<file path="src/rtl/jk_mod_counter_pkg.sv">
// Shared definitions for the JK modulo counter: default width and per-bit JK operation codes.
// The codes are the {J,K} pair driven into each flip-flop.
package jk_mod_counter_pkg;

  localparam int DEF_WIDTH = 4;

  typedef enum logic [1:0] {
    JK_HOLD   = 2'b00,
    JK_RESET  = 2'b01,
    JK_SET    = 2'b10,
    JK_TOGGLE = 2'b11
  } jk_op_e;

endpackage

</file>
<file path="src/rtl/jk_cell.sv">
// Rising-edge JK flip-flop with synchronous active-high clear; 1-edge latency, no backpressure.
// Q_ is always the complement of Q.
module jk_cell
  import jk_mod_counter_pkg::*;
(
  input  logic C,
  input  logic R,
  input  logic J,
  input  logic K,
  output logic Q,
  output logic Q_
);

  logic q_r;

  always_ff @(posedge C) begin
    if (R) begin
      q_r <= 1'b0;
    end else begin
      unique case (jk_op_e'({J, K}))
        JK_HOLD:   q_r <= q_r;
        JK_RESET:  q_r <= 1'b0;
        JK_SET:    q_r <= 1'b1;
        JK_TOGGLE: q_r <= ~q_r;
        default:   q_r <= q_r;
      endcase
    end
  end

  assign Q  = q_r;
  assign Q_ = ~q_r;

endmodule

</file>
<file path="src/rtl/jk_mod_counter.sv">
// Up/down modulo-(M+1) counter built from JK cells, with load, combinational TC and sticky OVF.
// Q updates one edge after sampling; TC is zero-latency; no backpressure (every edge acts).
module jk_mod_counter
  import jk_mod_counter_pkg::*;
#(
  parameter int WIDTH = DEF_WIDTH
) (
  input  logic             C,
  input  logic             R,
  input  logic             EN,
  input  logic             UD,
  input  logic             LD,
  input  logic [WIDTH-1:0] D,
  input  logic [WIDTH-1:0] M,
  output logic [WIDTH-1:0] Q,
  output logic [WIDTH-1:0] Q_,
  output logic             TC,
  output logic             OVF
);

  localparam logic [WIDTH-1:0] ONE = 1;

  logic [WIDTH-1:0] q;
  logic [WIDTH-1:0] q_n;
  logic [WIDTH-1:0] j;
  logic [WIDTH-1:0] k;
  logic [WIDTH-1:0] tog;
  logic             up_wrap;
  logic             dn_wrap;
  logic             wrap;
  logic             ovf_r;
  jk_op_e           op [WIDTH];

  assign up_wrap = (q >= M);
  assign dn_wrap = (q == '0) || (q > M);
  assign wrap    = EN & ~LD & (UD ? up_wrap : dn_wrap);

  // Bits that flip for +/-1 are exactly q ^ (q +/- 1); wraps are handled separately.
  assign tog = UD ? (q ^ (q + ONE)) : (q ^ (q - ONE));

  always_comb begin
    for (int i = 0; i < WIDTH; i++) begin
      op[i] = JK_HOLD;
      if (LD) begin
        op[i] = D[i] ? JK_SET : JK_RESET;
      end else if (EN) begin
        if (wrap) begin
          op[i] = UD ? JK_RESET : (M[i] ? JK_SET : JK_RESET);
        end else begin
          op[i] = tog[i] ? JK_TOGGLE : JK_HOLD;
        end
      end
      {j[i], k[i]} = op[i];
    end
  end

  for (genvar g = 0; g < WIDTH; g++) begin : g_bit
    jk_cell u_cell (
      .C  (C),
      .R  (R),
      .J  (j[g]),
      .K  (k[g]),
      .Q  (q[g]),
      .Q_ (q_n[g])
    );
  end

  always_ff @(posedge C) begin
    if (R || LD) begin
      ovf_r <= 1'b0;
    end else if (wrap) begin
      ovf_r <= 1'b1;
    end
  end

  assign Q   = q;
  assign Q_  = q_n;
  assign TC  = wrap;
  assign OVF = ovf_r;

endmodule
</file>
<file path="config.mk">
export PLATFORM = sky130hd
export DESIGN_NAME = jk_mod_counter
export DESIGN_NICKNAME = d
export VERILOG_FILES = /design/src/rtl/jk_mod_counter_pkg.sv /design/src/rtl/jk_cell.sv /design/src/rtl/jk_mod_counter.sv
export SDC_FILE = /design/constraint.sdc
export NUM_CORES = 1
export LEC_CHECK = 0
export CAP_MARGIN = 0
export CORE_UTILIZATION = 46
export CTS_CLUSTER_SIZE = 30
export DETAILED_ROUTE_END_ITERATION = 7
export GPL_ROUTABILITY_DRIVEN = 0
export PLACE_DENSITY = 0.82
export SETUP_SLACK_MARGIN = 0.02
export SLEW_MARGIN = 10
export SYNTH_ARGS = -nofsm -noshare
export SYNTH_HDL_FRONTEND = slang
export SYNTH_SLANG_ARGS = --single-unit
</file>
<file path="constraint.sdc">
create_clock -name C -period 5.05 [get_ports C]
set_input_delay 0.7575 -clock C [delete_from_list [all_inputs] [get_ports C]]
set_output_delay 0.7575 -clock C [all_outputs]
set_load 0.02 [all_outputs]
</file>
Word-level counts from Yosys, hierarchy flattened. Cells that the tools add are included.

Register bits: 5. Input port bits: 13. Output and inout port bits: 10. Logic and storage cells: 71.

Add/sub/neg operators: 2. Magnitude comparators: 2. Eq/ne operators: 12. Multiplexer cells: 34. Bitwise gates (word level): 9. Reductions and logical operators: 7.

Operators by type and width (count): $mux 2 (28); $eq 2x2->1 const B (8); $pmux 1 s3 (4); $eq 2x1->1 const B (4); $logic_not 2->1 (4); $xor 4x4->4 (2); $not 1->1 (5); $add 4x1->4 const B (1); $ge 4x4->1 (1); $gt 4x4->1 (1); $logic_not 4->1 (1); $mux 4 (1); $sub 4x1->4 const B (1); $and 1x1->1 (2); $logic_or 1x1->1 (2); $mux 1 (1).

Logic depth before layout (Yosys ltp).
Depth in word-level cells: 9. Gate-level depth with buffers: 7.

Cells and area by module. Synthesis repeated with hierarchy kept, for this count alone.

Cells, all modules: 80. Area total of the unflattened synthesis: 655.6 µm².

By module, submodules not included: jk_mod_counter (times used 1, cells an instance 64, area an instance 515.5 µm², sequential area each 20.0 µm²); jk_cell (times used 4, cells an instance 4, area an instance 35.0 µm², sequential area each 20.0 µm²).

Worst setup path before layout. OpenSTA, ideal clock, no wires.

Path type: input to output. Start: input port M[0]. End: output port TC. Data arrival time: 1.935 ns. Required time: 4.293 ns. Path slack: 2.358 ns. Stages on the path: 5. Cell sequence: ha_1 -> nand2b_4 -> a2111oi_4 -> o21ai_2 -> and2_1.

Longest elaborated chain between the ends: 4. Elaborated cells on any way between the ends: 5. Classes of those cells: order compare (2); mux (1); bitwise (1); reduce/logical (1).

Ends and longest elaborated chain: start: declaration (RTL line jk_mod_counter.sv:14) `input logic [WIDTH-1:0] M,`; $gt 4x4->1 (RTL line jk_mod_counter.sv:35) `assign dn_wrap = (q == '0) || (q > M);`; $logic_or 1x1->1 (RTL line jk_mod_counter.sv:35); $mux 1 * (RTL line jk_mod_counter.sv:36) `assign wrap = EN & ~LD & (UD ? up_wrap : dn_wrap);`; $and 1x1->1 * (RTL line jk_mod_counter.sv:36); end: declaration (RTL line jk_mod_counter.sv:17) `output logic TC,`.

Mark *: on every way between the ends. The rest lies on a longest branch, timed or not.

Worst setup path in the final report.
Start: input port M[1]. End: output port TC.

The elaborated chain is that of the path after synthesis.

==> summary.md <==
| Metric | Value |
|---|---|
| Die Span X | `38.8 um` |
| H-tree depth | `1` |
| Nets | `~120` |
| Final core occ | `0.695` |
| Critical setup path kind | `primary input to output pin` |
| Simple-gate share of the synthesized area | `0.194` |
| Final hold violations | `0` |
| First-pass GRT wire length | `2330 um` |
| Syn Inst Count | `79` |
| Die H | `slightly below 40 um` |
| Fmax achieved | `0.270 GHz` |
| Vias/cell | `~5.6` |
| Final setup viols | `0` |
| Adder-Cell Fraction of Synth Area | `0.152` |
| PortBufs | `22` |
| Largest family of logic cells by synthesized area | `compound AO/OA/AOI/OAI gates` |
| Row Count | `12` |
| CTS Hold Bufs | `0` |
| Core area | `approximately 1200 sq um` |
| Initial antenna violation count | `0` |
| Max IR drop VDD | `0.000146 V` |
| Hpwl dp | `around 1200 um` |
| Top FF cell, synth | `dfxtp_1` |
| Post-CTS Resized | `0` |
| Yosys cell types | `34` |
| DRT Pass-1 Iters | `4` |
| Setup_tns | `0 ps` |
| HP Start | `OVF` |
| Power density over cell area | `between 200 and 300 nW/um^2` |
| Post-synthesis sequential area ratio | `0.160` |
| Mux cell area share after synthesis | `0.0401` |
| Critical path's slowest cell | `clkdlybuf4s50_1` |
| Most used cell along the critical path | `clkdlybuf4s50_1` |
| Pre-CTS setup slack | `1380 ps` |
| Clock slew at reported path FFs | `about 50 ps` |
| CP startpoint | `M[1]` |
| Buffer depth of the longest clock path | `2` |
| LEAKAGE | `approximately 0.33 nW` |
| XOR/XNOR share of the synthesized area | `0.0140` |
| GRT Overall Usage | `0.232` |
| Mapped Area | `about 620 sq um` |
| Critical Path AT | `a little under 3000 ps` |
| Area growth syn-to-layout | `32.1%` |
| TritonCTS clock tree | `yes` |
| Tmin final | `around 3700 ps` |
| Flops & latches, synth | `5` |
| Worst Clk Skew | `between 1.5 and 2 ps` |
| Post-synth top area share | `0.160` |
| Top post-synthesis cells by area | `dfxtp_1, ha_1, buf_4` |
| Max Transition Viols Final | `0` |
| Residual DRC count | `0` |
| Share of cells above drive strength 1 | `0.115` |
| CP Launch Type | `primary input` |
| Critical-path cell list | `clkdlybuf4s50_1 > inv_1 > ha_1 > nand4_1 > o22ai_1 > o21ai_2 > and2_1 > clkdlybuf4s50_1` |
| Total setup buffers inserted after CTS | `0` |
| WL final | `roughly 1400 um` |
| Diodes inserted | `0` |
| Critical Path Max Stage Delay | `between 500 and 600 ps` |
| Min-Delay Path Class | `register to register` |
| Mean Syn Cell Area | `approximately 7.9 sq um` |
| First-iteration detailed-routing DRC count | `15` |
| Clock sinks | `5` |
| Antenna Nets Post-Route | `0` |
| Pin count of the biggest net entering global routing | `15` |
| Synth Area in Compound Gates | `0.277` |
| Synth area leader | `dfxtp_1` |
| Critical Path RT | `4290 ps` |
| Worst hold stages | `2` |
| Reg-to-Reg Start | `g_bit[0].u_cell.Q` |
| Fin worst setup slack | `approximately 1400 ps` |
| Via count | `621` |
| Worst rel slew slack | `0.693` |
| Max FO, Critical Path | `7` |
| Worst reg-to-reg setup slack | `2760 ps` |
| Initial Util | `0.526` |
| Crit. End Element | `output pin` |
| Num ports | `23` |
| Reg2Reg Depth | `7` |
| Syn_nets | `99` |
| RSZ-0062 raised after global routing | `false` |
| Number of global-route vias before repair | `between 500 and 600` |
| Wirelength per Cell | `around 13 um` |
| Async S/R FF share, synth | `0` |
| Status | `finished clean` |
| Max Cap Viol | `0` |
| Die Area | `around 1500 sq um` |
| GRT Residual Overflow | `0` |
| Syn. warnings | `0` |
| Clock Latency Late Sink | `250 ps` |
| TritonCTS Buffers | `3` |
| Part of the cycle the worst path needs | `0.733` |
| Post-synth EDFFs | `0` |
| Slew @ Worst Pin | `approximately 460 ps` |
| Clock root buffer | `clkbuf_4` |
## logic make-up after synthesis
kind of cell / count (synthesis)
AOI/OAI and AO/OA: 24
buffers and inverters: 19
DFF: 5
xor gates and xnor gates: 1
adders and majority gates: 7
and+or+nand+nor: 21
muxes: 2
## where the power goes
part / internal, mW / switching [mW]
logic: 0.0599 / 0.0578
registers: 0.0446 / 0.00750
clock network: 0.0300 / 0.0190
total: 0.135 / 0.0844
## worst max-delay path: cells and delay by family
| family | cells | cell delay [ps] |
|---|---|---|
| AOI/OAI and AO/OA | 2 | 430 |
| and+or+nand+nor | 2 | 280 |
| buffers and inverters | 3 | 1130 |
| adders and majority gates | 1 | 340 |
## synth_stat cells, types with 2 or more instances
cell	n
dfxtp_1	5
o22ai_1	2
nor3_1	4
or3_1	2
nand2_1	2
nor2_1	4
buf_4	8
a21oi_1	11
inv_2	2
o21ai_0	2
inv_1	8
nand3_1	2
ha_1	6
## registers in the layout, summed over array words and instances, names as in the netlist
signal and count:
OVF 1, g_bit.u_cell.Q 4
## cells in the final DEF, fill, tap and decap left out, types with 2 or more instances in the layout
cell	synthesis	final
clkdlybuf4s50_1	0	22
a21oi_1	11	11
inv_1	8	8
ha_1	6	6
dfxtp_1	5	5
nor3_1	4	4
nor2_1	4	4
clkbuf_4	0	3
o22ai_1	2	2
nand3_1	2	2
inv_2	2	2
or3_1	2	2
nand2_1	2	2
o21ai_0	2	2
## layer usage
metal  up-vias  global-route usage  share of wire
li1        312                   -              -
met1       277               0.288           0.45
met2        28               0.346           0.46
met3         4              0.0867          0.070
met4         0               0.112          0.016
met5         -                   0              0
## cell type report
type	instances	area, sq um
Timing Repair Buffer	22	220
Inverter	10	37.5
Clock buffer	4	26.3
Fill cell	106	362
Sequential cell	5	100
Tap cell	14	17.5
Multi-Input combinational cell	55	423
## worst paths after layout
path,end
worst max-delay path,TC
worst min-delay path,OVF
worst max register to register,g_bit[1].u_cell.Q
worst min register to register,OVF
## per-stage QoR
step	instance area (sq um)	instances	power (mW)	hold WS (ps)
3_5_place_dp	798	106	0.170	501
6_report	825	110	0.219	510
4_1_cts	825	110	0.220	511
5_1_grt	825	110	0.233	537
2_1_floorplan	624	79	0.139	573
3_3_place_gp	798	106	0.168	504
Note: power is estimated with default switching activity, not from simulation.
==> patch 1 (same flow settings) <==
Put a register stage on the output `TC`, without a reset. The value now appears one clock later. The other outputs are not delayed to match. Comments in the files are not updated.
--- a/src/rtl/jk_mod_counter.sv
+++ b/src/rtl/jk_mod_counter.sv
@@ -75,7 +75,9 @@
 
   assign Q   = q;
   assign Q_  = q_n;
-  assign TC  = wrap;
+  always_ff @(posedge C) begin
+    TC <= wrap;
+  end
   assign OVF = ovf_r;
 
 endmodule
Formal check against the unedited RTL: not equivalent (a bounded check fails within 4 cycles, from zero or initial values).
==> patch 1 against the original RTL <==
  * First-iteration DRC count down 67%
  * Die area grew 2.5%
  * Largest cell class unchanged
  * Sequential cell count rose by 1
  * Wire length shrank 6.1%
  * Clock skew rose by 6.6 ps
  * Total power down 8.0%
  * Largest power group unchanged
  * Combinational power decreased by 18%
  * Clock power fell by 2%
  * Worst setup slack improved by 1000 ps
  * Design area up 1.7%
  * Area after synthesis grew 2.6%
  * Register-to-register slack gained 80 ps
  * Sequential power grew 8.6%
==> patch 1: results (changes against the original RTL) <==
status completed; Nets 118 (+0.85%); dpl hpwl 1100 µm (-5.0%); Synth cell types 29 (-15%); ys async rst share 0% (unchanged); CP max-delay cell clkdlybuf4s50_1; post-DR wirelength/cell 12.2 µm (-7.0%); arrival time worst endpoint 2850 ps (-90 ps); Slew HR 73.2% (+3.8 points); H-tree depth 1 (unchanged); Iter 0 DRT Violations 5 (-10); most instantiated cells after synthesis 9 x inv_1, 8 x a21oi_1, 8 x buf_4, 7 x nor2_1, 7 x nor3_1; Fillers 122 (+15%); Synthesized Nets 100 (+1.0%); Clock Skew 8.42 ps (+6.60 ps); Synth area leaders dfxtp_1 19%, ha_1 12%, buf_4 9.4%; worst setup path startpoint UD; Vias 592 (-4.7%); first-pass GRT wire length 2220 µm (-4.8%); slowest cell delay on critical path 620 ps (+30 ps); LEAKAGE 0.340 nW (+2.0%); flop-to-flop setup slack 2840 ps (+80 ps); maximum number of pins on one net before global-route repair 14 (-1); VDD IR max 0.141 mV (-4.0%); post-synthesis sequential area ratio 18.8% (+2.7 points); Tot GR Track Use 21.3% (-1.9 points); hold slack 508 ps (-2.13 ps); vias in the first global route 512 (-7.4%); proportion of layout cells with a drive suffix above 1 7.29% (-4.2 points)
==> patch 1: final cells by class <==
| class | instances | area (µm²) | share of cell area (%) |
|---|---|---|---|
| Inverter | 9 | 33.8 | 4.03 |
| Multi-Input combinational cell | 56 | 423 | 50.4 |
| Clock buffer | 3 | 22.5 | 2.69 |
| Tap cell | 15 | 18.8 | 2.24 |
| Timing Repair Buffer | 22 | 220 | 26.3 |
| Sequential cell | 6 | 120 | 14.3 |
==> patch 1: per-stage QoR <==
step	cells	worst slack (ps)	area, µm²	util (%)
final	111	2360	838	64.4
after global routing	111	2140	838	64.4
after CTS	111	2360	838	64.4
after detailed placement	108	2100	816	62.7
after global placement	108	2160	816	62.7
after floorplan	80	2760	641	-
==> patch 1: per-layer routing <==
layer	share of wire, %	up-vias	wire, µm	GRT usage (%)
met2	44	17	587	30.8
met4	2.1	0	28	9.48
met3	4.2	4	57	3.98
met1	50	255	675	30.2
met5	0	-	0	0
li1	-	316	-	-
==> patch 1: path summary, 6_finish.rpt <==
check / end / cells past startpoint
worst min-delay path: OVF / 2
worst min register to register: OVF / 2
worst max-delay path: g_bit[3].u_cell.Q / 8
worst max register to register: g_bit[3].u_cell.Q / 7
==> patch 1: cell families after synthesis <==
family | after synthesis | synth area share, %
AO/OA/AOI/OAI | 18 | 23.4
XOR/XNOR | 1 | 1.37
adder cells (fa/ha/maj) | 7 | 14.8
buffers and inverters | 18 | 15.2
flip-flops | 6 | 18.8
multiplexers | 2 | 3.32
AND/OR/NAND/NOR | 28 | 23.0
==> patch 1: where the power goes <==
| group | internal, W | switching (W) | total, W |
|---|---|---|---|
| registers | 0.0000517 | 0.00000492 | 0.0000566 |
| clock network | 0.0000271 | 0.0000210 | 0.0000481 |
| logic | 0.0000487 | 0.0000480 | 0.0000966 |
| total | 0.000128 | 0.0000739 | 0.000201 |
==> patch 1: tightest hold or removal path, stage by stage (launching register included) <==
cell	delay [ps]
dfxtp_1	300
a21oi_1	110
nor3_1	50
==> patch 2 (same settings) <==
Made on the original files. Change the package constant `DEF_WIDTH` from 4 to 8.
--- a/src/rtl/jk_mod_counter_pkg.sv
+++ b/src/rtl/jk_mod_counter_pkg.sv
@@ -2,7 +2,7 @@
 // The codes are the {J,K} pair driven into each flip-flop.
 package jk_mod_counter_pkg;
 
-  localparam int DEF_WIDTH = 4;
+  localparam int DEF_WIDTH = 8;
 
   typedef enum logic [1:0] {
     JK_HOLD   = 2'b00,
Ports: changed (resized D, M, Q and Q_); port bits go from 23 to 39. The function was not compared with the original's and may differ.
==> patch 2 against the original RTL <==
  * Sequential cell count up 4
  * Area after synthesis up 100%
  * Wire length up 130%
  * Total power up 51%
  * Worst setup slack worse by 280 ps
  * Design area up 91%
  * Global-route usage up 1.8 points
  * Critical path depth up 1
==> patch 2: results (changes against the original RTL) <==
status completed; first-pass GRT wire length 5310 µm (+130%); Slew HR 53.9% (-15 points); register clock-pin slew on the reported worst setup and hold paths 70 ps (+20 ps); M1 WL 1400 µm (+110%); arrival time worst endpoint 3220 ps (+280 ps); mux contribution to synthesized area 3.92% (-0.090 points); Clock Skew 0.422 ps (-1.40 ps); LEAKAGE 0.704 nW (+110%); Largest register FFs 8 (+4); Nets 230 (+97%); Iter 0 DRT Violations 26 (+11); capturing point of the worst reg2reg path g_bit[6].u_cell.Q; hold path cells 1 (-1); FF-to-FF path depth 8 (+1); worst-path maximum fanout 8 (+1); post-DR wirelength/cell 14.8 µm (+14%); Synth Area in Adders 15.3% (+0.049 points); post-synthesis sequential area ratio 14.1% (-1.9 points); flop-to-flop setup slack 2750 ps (about the same); Clk Latency, worst-skew pair 280 ps (+30 ps); Fillers 235 (+120%); slowest cell delay on critical path 540 ps (-50 ps); PortBufs 38 (+73%); Vias 1,294 (+110%)
-- patch 2: layout make-up --
class,count,area share [%]
inverters,20,4.77
flip-flops and latches,9,11.4
repair buffers,38,24.1
clock buffers,4,1.67
well taps,30,2.38
multi-input cells,122,55.6
-- patch 2: cells by family after synthesis --
group,count (synthesis)
AOI/OAI and AO/OA,44
adders and majority gates,15
xor gates and xnor gates,4
buffers and inverters,42
DFF,9
muxes,5
and+or+nand+nor,54
-- patch 2: critical path, delay by kind of cell --
family	cells	cell delay [ps]
AO/OA/AOI/OAI	2	620
adder cells (fa/ha/maj)	1	300
buffers and inverters	4	1150
AND/OR/NAND/NOR	2	380
-- patch 2: worst max path at each step --
stage | end | start | slack, ps | cells after the start
after floorplan | TC | M[3] | 2150 | 7
after global placement | TC | M[6] | 1110 | 9
after detailed placement | TC | M[3] | 1080 | 9
after CTS | TC | M[6] | 1070 | 9
after global routing | TC | M[3] | 950 | 9
final | TC | M[5] | 1070 | 9
-- patch 2: per-stage QoR --
| step | worst slack (ps) | hold slack [ps] | instance area (µm²) | instances |
|---|---|---|---|---|
| floorplan | 2150 | 555 | 1280 | 173 |
| detailed placement | 1080 | 463 | 1550 | 219 |
| CTS | 1070 | 478 | 1580 | 223 |
| finish | 1070 | 473 | 1580 | 223 |
| global placement | 1110 | 446 | 1550 | 219 |
| global route | 950 | 510 | 1580 | 223 |
-- patch 2: metal layers --
metal / track usage [%] / vias up
li1: - / 640
met1: 28.3 / 590
met2: 44.2 / 56
met3: 7.22 / 8
met4: 7.69 / 0
met5: 0 / -
-- patch 2: report_power, final --
part / leakage, nW / total [W] / internal, W / switching, W
clock: 0.0150 / 0.0000626 / 0.0000307 / 0.0000319
combinational: 0.614 / 0.000179 / 0.0000853 / 0.0000941
sequential: 0.0744 / 0.0000879 / 0.0000775 / 0.0000104
total: 0.704 / 0.000330 / 0.000194 / 0.000136
